<file path="src/rtl/bp_pkg.sv">
// Shared types and counter/hash helpers for the gshare branch predictor.
package bp_pkg;

  typedef enum logic [0:0] {INIT, RUN} state_e;

  function automatic int unsigned weakly_nt(int unsigned count);
    return (32'd1 << (count - 32'd1)) - 32'd1;
  endfunction

  function automatic int unsigned sat_inc(int unsigned val, int unsigned count);
    return (val == ((32'd1 << count) - 32'd1)) ? val : val + 32'd1;
  endfunction

  function automatic int unsigned sat_dec(int unsigned val);
    return (val == 32'd0) ? val : val - 32'd1;
  endfunction

  // History is zero-extended into the low index bits before folding.
  function automatic int unsigned hash(int unsigned index, int unsigned hist);
    return index ^ hist;
  endfunction

endpackage

</file>
<file path="src/rtl/gshare_pht_if.sv">
// Fetch lookup and EX/MEM training signals between the pipeline and the gshare PHT.
interface gshare_pht_if #(
  parameter int unsigned INDEX_BITS = 5,
  parameter int unsigned COUNT      = 2,
  parameter int unsigned HIST       = 5
);
  logic                  fetch_valid_in;
  logic [INDEX_BITS-1:0] fetch_index_in;
  logic                  fetch_taken_out;
  logic [COUNT-1:0]      fetch_confidence_out;
  logic [HIST-1:0]       fetch_hist_out;
  logic                  ready_out;
  logic                  update_in;
  logic [INDEX_BITS-1:0] exmem_index_in;
  logic [HIST-1:0]       exmem_hist_in;
  logic                  exmem_taken_in;
  logic                  mispredict_in;

  modport master (
    output fetch_valid_in, fetch_index_in, update_in, exmem_index_in, exmem_hist_in,
           exmem_taken_in, mispredict_in,
    input  fetch_taken_out, fetch_confidence_out, fetch_hist_out, ready_out
  );

  modport slave (
    input  fetch_valid_in, fetch_index_in, update_in, exmem_index_in, exmem_hist_in,
           exmem_taken_in, mispredict_in,
    output fetch_taken_out, fetch_confidence_out, fetch_hist_out, ready_out
  );
endinterface

</file>
<file path="src/rtl/pht_ram.sv">
// Counter storage: two combinational read ports (fetch, update) and one synchronous write port.
module pht_ram #(
  parameter int unsigned INDEX_BITS = 5,
  parameter int unsigned COUNT      = 2
) (
  input  logic                  clk,
  input  logic [INDEX_BITS-1:0] fetch_idx,
  output logic [COUNT-1:0]      fetch_data,
  input  logic [INDEX_BITS-1:0] upd_idx,
  output logic [COUNT-1:0]      upd_data,
  input  logic                  we,
  input  logic [INDEX_BITS-1:0] wr_idx,
  input  logic [COUNT-1:0]      wr_data
);
  logic [COUNT-1:0] mem [2**INDEX_BITS];

  always_ff @(posedge clk) begin
    if (we) mem[wr_idx] <= wr_data;
  end

  assign fetch_data = mem[fetch_idx];
  assign upd_data   = mem[upd_idx];
endmodule

</file>
<file path="src/rtl/gshare_pht.sv">
// Gshare pattern history table: GHR-hashed lookup, saturating training, init sweep, GHR repair.
// Optional same-cycle update-to-fetch forwarding is compiled in with PHT_BYPASS_EN.
module gshare_pht
  import bp_pkg::*;
#(
  parameter int unsigned INDEX_BITS = 5,
  parameter int unsigned COUNT      = 2,
  parameter int unsigned HIST       = 5
) (
  input  logic       clk_in,
  input  logic       rst_in,
  gshare_pht_if.slave bus
);
  localparam int unsigned            Entries   = 2**INDEX_BITS;
  localparam logic [INDEX_BITS-1:0] LastEntry = INDEX_BITS'(Entries - 1);
  localparam logic [COUNT-1:0]      InitCount = COUNT'(weakly_nt(COUNT));

  state_e                state_q;
  logic [INDEX_BITS-1:0] sweep_q;
  logic [HIST-1:0]       ghr_q;

  logic                  running;
  logic [INDEX_BITS-1:0] fetch_hash, upd_hash, wr_idx;
  logic [COUNT-1:0]      fetch_rd, upd_rd, upd_cnt, wr_data, fetch_cnt;
  logic                  ram_we;

  assign running    = (state_q == RUN);
  assign fetch_hash = INDEX_BITS'(hash(32'(bus.fetch_index_in), 32'(ghr_q)));
  assign upd_hash   = INDEX_BITS'(hash(32'(bus.exmem_index_in), 32'(bus.exmem_hist_in)));
  assign upd_cnt    = bus.exmem_taken_in ? COUNT'(sat_inc(32'(upd_rd), COUNT))
                                         : COUNT'(sat_dec(32'(upd_rd)));

  // The sweep owns the write port until the table is fully initialised.
  assign ram_we  = !running || bus.update_in;
  assign wr_idx  = running ? upd_hash : sweep_q;
  assign wr_data = running ? upd_cnt : InitCount;

  pht_ram #(
    .INDEX_BITS (INDEX_BITS),
    .COUNT      (COUNT)
  ) u_ram (
    .clk        (clk_in),
    .fetch_idx  (fetch_hash),
    .fetch_data (fetch_rd),
    .upd_idx    (upd_hash),
    .upd_data   (upd_rd),
    .we         (ram_we),
    .wr_idx     (wr_idx),
    .wr_data    (wr_data)
  );

`ifdef PHT_BYPASS_EN
  assign fetch_cnt = (running && bus.update_in && (upd_hash == fetch_hash)) ? upd_cnt : fetch_rd;
`else
  assign fetch_cnt = fetch_rd;
`endif

  assign bus.fetch_confidence_out = fetch_cnt;
  assign bus.fetch_taken_out      = fetch_cnt[COUNT-1];
  assign bus.fetch_hist_out       = ghr_q;
  assign bus.ready_out            = running;

  always_ff @(posedge clk_in) begin
    if (rst_in) begin
      state_q <= INIT;
      sweep_q <= '0;
      ghr_q   <= '0;
    end else begin
      unique case (state_q)
        INIT: begin
          sweep_q <= sweep_q + INDEX_BITS'(1);
          if (sweep_q == LastEntry) state_q <= RUN;
        end
        RUN: begin
          // Truncating casts keep the low HIST bits, so HIST=1 degenerates to a plain load.
          if (bus.update_in && bus.mispredict_in) begin
            ghr_q <= HIST'({bus.exmem_hist_in, bus.exmem_taken_in});
          end else if (bus.fetch_valid_in) begin
            ghr_q <= HIST'({ghr_q, fetch_cnt[COUNT-1]});
          end
        end
        default: state_q <= INIT;
      endcase
    end
  end
endmodule

</file>
<file path="src/flat_wrapper.sv">
// flat-port wrapper written by rule: the top's interface ports become plain ports
module gshare_pht_flat import bp_pkg::*;
#(
  parameter int unsigned INDEX_BITS = 5,
  parameter int unsigned COUNT      = 2,
  parameter int unsigned HIST       = 5
)
  (clk_in, rst_in, bus_fetch_valid_in, bus_fetch_index_in, bus_update_in, bus_exmem_index_in, bus_exmem_hist_in, bus_exmem_taken_in, bus_mispredict_in, bus_fetch_taken_out, bus_fetch_confidence_out, bus_fetch_hist_out, bus_ready_out);
  gshare_pht_if #(.INDEX_BITS(INDEX_BITS), .COUNT(COUNT), .HIST(HIST)) bus_i ();
  input  logic clk_in;
  input  logic rst_in;
  input wire logic [$bits(bus_i.fetch_valid_in)-1:0] bus_fetch_valid_in;
  input wire logic [$bits(bus_i.fetch_index_in)-1:0] bus_fetch_index_in;
  input wire logic [$bits(bus_i.update_in)-1:0] bus_update_in;
  input wire logic [$bits(bus_i.exmem_index_in)-1:0] bus_exmem_index_in;
  input wire logic [$bits(bus_i.exmem_hist_in)-1:0] bus_exmem_hist_in;
  input wire logic [$bits(bus_i.exmem_taken_in)-1:0] bus_exmem_taken_in;
  input wire logic [$bits(bus_i.mispredict_in)-1:0] bus_mispredict_in;
  output wire logic [$bits(bus_i.fetch_taken_out)-1:0] bus_fetch_taken_out;
  output wire logic [$bits(bus_i.fetch_confidence_out)-1:0] bus_fetch_confidence_out;
  output wire logic [$bits(bus_i.fetch_hist_out)-1:0] bus_fetch_hist_out;
  output wire logic [$bits(bus_i.ready_out)-1:0] bus_ready_out;
  assign bus_i.fetch_valid_in = bus_fetch_valid_in;
  assign bus_i.fetch_index_in = bus_fetch_index_in;
  assign bus_i.update_in = bus_update_in;
  assign bus_i.exmem_index_in = bus_exmem_index_in;
  assign bus_i.exmem_hist_in = bus_exmem_hist_in;
  assign bus_i.exmem_taken_in = bus_exmem_taken_in;
  assign bus_i.mispredict_in = bus_mispredict_in;
  assign bus_fetch_taken_out = bus_i.fetch_taken_out;
  assign bus_fetch_confidence_out = bus_i.fetch_confidence_out;
  assign bus_fetch_hist_out = bus_i.fetch_hist_out;
  assign bus_ready_out = bus_i.ready_out;
  gshare_pht #(.INDEX_BITS(INDEX_BITS), .COUNT(COUNT), .HIST(HIST)) u_core (.clk_in(clk_in), .rst_in(rst_in), .bus(bus_i));
endmodule
</file>
<file path="config.mk">
export PLATFORM = sky130hd
export DESIGN_NAME = gshare_pht_flat
export DESIGN_NICKNAME = d
export VERILOG_FILES = /design/src/rtl/bp_pkg.sv /design/src/rtl/gshare_pht_if.sv /design/src/rtl/pht_ram.sv /design/src/rtl/gshare_pht.sv /design/src/flat_wrapper.sv
export SDC_FILE = /design/constraint.sdc
export NUM_CORES = 1
export LEC_CHECK = 0
export BUFFER_PORTS_ARGS = -buffer_cell sky130_fd_sc_hd__buf_2
export CAP_MARGIN = 20
export CORE_ASPECT_RATIO = 1.4
export CORE_MARGIN = 4
export CORE_UTILIZATION = 55
export DETAILED_ROUTE_END_ITERATION = 8
export PLACE_DENSITY = 0.78
export SETUP_SLACK_MARGIN = 0.1
export SLEW_MARGIN = 25
export SYNTH_ARGS = -nofsm -noshare
export SYNTH_HDL_FRONTEND = slang
export SYNTH_HIERARCHICAL = 1
export SYNTH_SLANG_ARGS = --single-unit
</file>
<file path="constraint.sdc">
create_clock -name clk_in -period 6.33 [get_ports clk_in]
set_clock_uncertainty 0.1 [all_clocks]
set_input_delay 0.3165 -clock clk_in [delete_from_list [all_inputs] [get_ports clk_in]]
set_output_delay 0.3165 -clock clk_in [all_outputs]
set_load 0.03 [all_outputs]
</file>
Yosys cells after proc, flatten, opt, wreduce, memory -nomap -nowiden. Memories as Yosys holds them, arrays and structs flattened. Index checks and enable logic that the tools add are counted.

RAM bits: 64. Input bits: 21. Word-level logic and storage cells: 28. Output and inout bits: 9. Memories kept: 1. Flip-flop bits (word level): 11.

Memories: u_core.u_ram.mem (depth 32, bits a word 2, rd ports 2, clocked after memory_dff 0, write ports 1, RTL line pht_ram.sv:15) `logic [COUNT-1:0] mem [2**INDEX_BITS];`.

Bitwise operators: 2. Equality and inequality tests: 2. Multiplexer cells: 11. Reductions and logical operators: 6. $add $sub $neg: 3.

Operators with widths (number): $mux W5 (3); $xor A5 B5 Y5 (2); $mux W2 (4); $add A5 B1 Y5 const B (1); $eq A5 B5 Y1 const B (1); $mux W1 (4); $add A2 B1 Y2 const B (1); $eq A2 B2 Y1 const B (1); $logic_not A2 Y1 (1); $reduce_and A2 Y1 (1); $reduce_bool A2 Y1 (1); $sub A2 B1 Y2 const B (1); $logic_and A1 B1 Y1 (1); $logic_not A1 Y1 (1); $logic_or A1 B1 Y1 (1).

Logic depth before layout (Yosys ltp). An unclocked memory read counts as a cell.

Word-level depth: 6. Mapped depth: 11. Depth with buffers taken out: 9.

Modules after synthesis. Netlist, hierarchy kept.

Modules (own cells, without submodules): pht_ram (instances 1, area each 3364.5 um^2, cells an instance 263, sequential area each 1921.8 um^2); gshare_pht (instances 1, area each 729.4 um^2, cells an instance 79, sequential area each 220.2 um^2).

Least setup slack after synthesis. Ideal clock, no wire load.

Path type: input port to flip-flop. Start point: in bus_exmem_hist_in[1]. End point: mem u_core.u_ram.mem[0][0] (data pin). Path buffers: 2. Library setup time: 0.454 ns. Required time: 5.776 ns. Cell stages on the path: 11. Slack: 2.855 ns. Arrival: 2.921 ns. Path through: xor2_1 buf_6 buf_6 mux2i_1 nand3_1 and4_1 a31oi_1 nand3_1 inv_1 a21oi_1 o21ai_0.

Longest elaborated chain between the ends: 6. Elaborated cells between the ends (all ways): 10. Classes of those cells: add/sub (2); eq/ne (1); mux (4); bitwise (1); reduce/logical (1); memory (1).

RTL lines: start, declared (RTL line flat_wrapper.sv:16) `input wire logic [$bits(bus_i.exmem_hist_in)-1:0] bus_exmem_hist_in;`; $xor A5 B5 Y5 (*) (RTL line bp_pkg.sv:20) `return index ^ hist;`; $mem_v2 Z32 W2 (*); named net u_core.upd_rd[0] (RTL line gshare_pht.sv:24) `logic [COUNT-1:0] fetch_rd, upd_rd, upd_cnt, wr_data, fetch_cnt;`; $sub A2 B1 Y2 (tied with other cells) (RTL line bp_pkg.sv:15) `return (val == 32'd0) ? val : val - 32'd1;`; $mux W2, on equally long branches (RTL line bp_pkg.sv:15, bp_pkg.sv:11); $mux W2 (*) (RTL line gshare_pht.sv:30) `assign upd_cnt = bus.exmem_taken_in ? COUNT'(sat_inc(32'(upd_rd), COUNT))`; $mux W2 (*) (RTL line gshare_pht.sv:36) `assign wr_data = running ? upd_cnt : InitCount;`; named net u_core.wr_data[0] (RTL line gshare_pht.sv:24); end, declared (RTL line pht_ram.sv:15).

Mark *: on every way through the listed nets, which the timed path passes. The rest lies on a longest branch.

Final worst setup path.
Start point: in bus_exmem_hist_in[0]. End point: mem u_core.u_ram.mem[28][0] (data pin).

Longest elaborated chain between the ends: 6. Elaborated cells between the ends (all ways): 10. Classes of those cells: add/sub (2); eq/ne (1); mux (4); bitwise (1); reduce/logical (1); memory (1).

RTL lines: $xor A5 B5 Y5 (*) (RTL line bp_pkg.sv:20); named net u_core.upd_hash[0] (RTL line gshare_pht.sv:23) `logic [INDEX_BITS-1:0] fetch_hash, upd_hash, wr_idx;`; $mem_v2 Z32 W2 (*); named net u_core.upd_rd[0] (RTL line gshare_pht.sv:24); $sub A2 B1 Y2 (tied with other cells) (RTL line bp_pkg.sv:15); $mux W2, on equally long branches (RTL line bp_pkg.sv:15, bp_pkg.sv:11); $mux W2 (*) (RTL line gshare_pht.sv:30); $mux W2 (*) (RTL line gshare_pht.sv:36); named net u_core.wr_data[0] (RTL line gshare_pht.sv:24).

Marked as above.

==> reports/results.txt <==
detailed-route wire length per cell: 20.1 um
area grow syn2layout: 8.47%
Starting Density: 0.560
power per cell area: 225 nW/um2
status: finished clean
antenna-violating nets left: 0
worst slew pin tran: 1.11 ns
first-pass GRT wire length: 14,500 um
kind of critical path: in2reg
Post-CTS Setup Repair Bufs: 0
drt first pass iters: 5
vias in the first global route: 2,921
VDD IR max: 0.000172 V
met2 Use GR: 0.399
Core Region: 7310 um2
initial antenna violation count: 0
TritonCTS clock tree: built
post-synth top area cell: edfxtp_1
Slew Limit Fails: 0
min Tclk post-route: 3.53 ns
number of diodes: 0
Resized Gates After CTS: 0
DRC: 0
max_cap viols: 0
Global Route met3 Usage: 0.0520
register area: 2140 um2
final setup vio count: 0
Post-Synthesis Cell Area: 4090 um2
Crit path required time: 6.27 ns
vias per cell: 6.25
Worst-path clk slew: 0.06 ns
GRT busiest layer: met2
CP most frequent cell: a21oi_1
Root Buffer: clkbuf_8
GR Util met1: 0.251
slowest stage delay, CP: 0.82 ns
crit-path max FO: 32
final WL: 9360 um
Synth Register Bits: 75
Post-synth EDFFs: 64
fin cells: 465
Syn Area/Cell: 12.0 um2
Hold/Removal Path Class: in2reg
Tcrit/Tclk final: 0.557
fraction of registers with async set/reset: 0
r2r worst-path depth: 8
Max-Slew Margin vs Limit: 0.258
GPL Wtd Cong: 0.901
largest net degree at the start of global routing: 33
Inserted Clock Buffers: 9
Critical path buffers and inverters: 2
grt ovf: 0
Global Route Usage Sum: 0.227
worst-path cell chain: buf_2 > xor2_1 > nor2b_1 > a21oi_1 > and4_1 > a31oi_1 > nand3_1 > inv_1 > a21oi_1 > o21ai_4
crit end category: flop
Leak: 1.69 nW
synth top area cells: edfxtp_1 47%, mux2i_1 16%, dfxtp_1 5.4%
Max Clk Rate: 284 MHz
final net count: 387
I/O Pins: 30
Worst R2R Setup Slack: 3.63 ns
WP depth: 10
Rows: 37
Port Buffer Count: 29
chip height: 110 um
Setup TNS: 0 ns
Die X-Extent: 80.9 um
endpoints failing hold: 0
Seq/Total Area, Yosys: 0.523
HPWL after DPL: 6770 um
Mapped Cells: 342
Synth cell types: 38
Hold Path Stages: 3
share of cells above drive strength 1: 0.174
placed cell count: 450
CTS Buffer Depth: 2
CP arrival: 3.47 ns
Worst path top cell family by delay: simple AND/OR/NAND/NOR gates
startpoint type of the worst setup path: input pin
DR vias: 2,906
area of the multi-input gates: 1840 um2
syn_nets: 365
Worst path slowest cell: xor2_1
cts hold-fix bufs: 0
DRT iter0 DRCs: 272
post-synth top area share: 0.469
FILL cells: 632
die area: 8910 um2
number of clock sinks: 75
CTS H-tree depth: 3
most used flip-flop cell after synthesis: edfxtp_1
number of synthesis warnings: 6
unrepaired setup endpoints after global routing: no
worst-skew pair later-pin latency: 0.35 ns
## cells in the final DEF (no fill, tap or decap), types with 5 or more instances in the layout
cell type / netlist / layout
mux2_2: 5 / 5
a311oi_2: 5 / 5
nand2_1: 23 / 23
buf_2: 3 / 29
nand3b_1: 5 / 5
nand3_1: 14 / 14
dfxtp_1: 11 / 11
a31oi_1: 9 / 9
nor2b_1: 5 / 5
mux2i_1: 66 / 66
clkbuf_8: 0 / 11
a22oi_1: 21 / 21
xor2_1: 12 / 10
nor2_1: 41 / 41
a21oi_1: 9 / 9
edfxtp_1: 64 / 64
## sequential cells by signal (all words and copies together), names as in the netlist
| signal | count |
|---|---|
| u_core/u_ram/mem | 64 |
| u_core/bus.fetch_hist_out | 5 |
| u_core/sweep_q | 5 |
| u_core/bus.ready_out | 1 |
## worst paths after layout
kind	from	endpoint
worst max-delay path	bus_exmem_hist_in[0]	u_core/u_ram/mem[28][0]
worst min-delay path	bus_exmem_hist_in[3]	u_core/bus.fetch_hist_out[4]
worst min register to register	u_core/sweep_q[3]	u_core/sweep_q[3]
worst max register to register	u_core/bus.fetch_hist_out[1]	u_core/bus.fetch_hist_out[0]
## synth_stat cells (2+ instances only)
master,n
mux2i_1,66
edfxtp_1,64
nor2_1,41
nand2_1,23
a22oi_1,21
nand3_1,14
xor2_1,12
dfxtp_1,11
a21oi_1,9
a31oi_1,9
buf_6,7
a311oi_2,5
mux2_2,5
nand3b_1,5
nor2b_1,5
buf_4,4
buf_2,3
clkbuf_1,3
clkbuf_2,3
nand2b_1,3
nand4b_1,3
or3b_1,3
a311oi_1,2
and3_1,2
and4b_1,2
ha_1,2
nor2_2,2
o21ai_0,2
o311ai_1,2
## per-stage QoR
step | instance area [um2] | total power (W) | worst slack [ns] | util | hold slack, ns
after floorplan | 4090 | 0.000658 | 2.85 | - | 0.284
after global placement | 4260 | 0.000690 | 2.42 | 0.583 | 0.419
after detailed placement | 4260 | 0.000693 | 2.26 | 0.583 | 0.424
after CTS | 4430 | 0.00100 | 2.63 | 0.606 | 0.193
after global routing | 4440 | 0.00104 | 2.61 | 0.607 | 0.196
final | 4440 | 0.00100 | 2.80 | 0.607 | 0.209
## cell type report
type | instances | area share
Multi-Input combinational cell | 245 | 0.413
Tap cell | 97 | 0.0273
Sequential cell | 75 | 0.482
Inverter | 1 | 0.000845
Clock inverter | 3 | 0.00338
Clock buffer | 12 | 0.0349
Timing Repair Buffer | 32 | 0.0378
## power breakdown
group | switching [W] | internal, W
registers | 0.00000302 | 0.000534
clock network | 0.000155 | 0.000159
logic | 0.0000970 | 0.0000522
total | 0.000255 | 0.000745
## kinds of logic after synthesis
group / after synthesis / share of synthesized area
adder cells (fa/ha/maj): 2 / 0.00611
flip-flops: 75 / 0.523
XOR/XNOR: 13 / 0.0278
buffers and inverters: 22 / 0.0413
multiplexers: 71 / 0.175
AND/OR/NAND/NOR: 107 / 0.128
AO/OA/AOI/OAI: 52 / 0.0981
## worst reg2reg max path, stage by stage, from the launching register on
cell	delay [ns]
dfxtp_1	0.47
xor2_4	0.15
buf_4	0.48
mux2i_1	0.17
a22oi_1	0.24
nand2_1	0.13
o311ai_1	0.46
nand2_1	0.13
a311oi_2	0.28
## routing by layer
layer,vias to the layer above,routed length (um),part of all wire
met5,-,0,0
met4,0,347,0.037
met3,34,679,0.073
met2,142,4940,0.53
met1,1394,3390,0.36
li1,1336,-,-
Note: power is estimated with default switching activity, not from simulation.
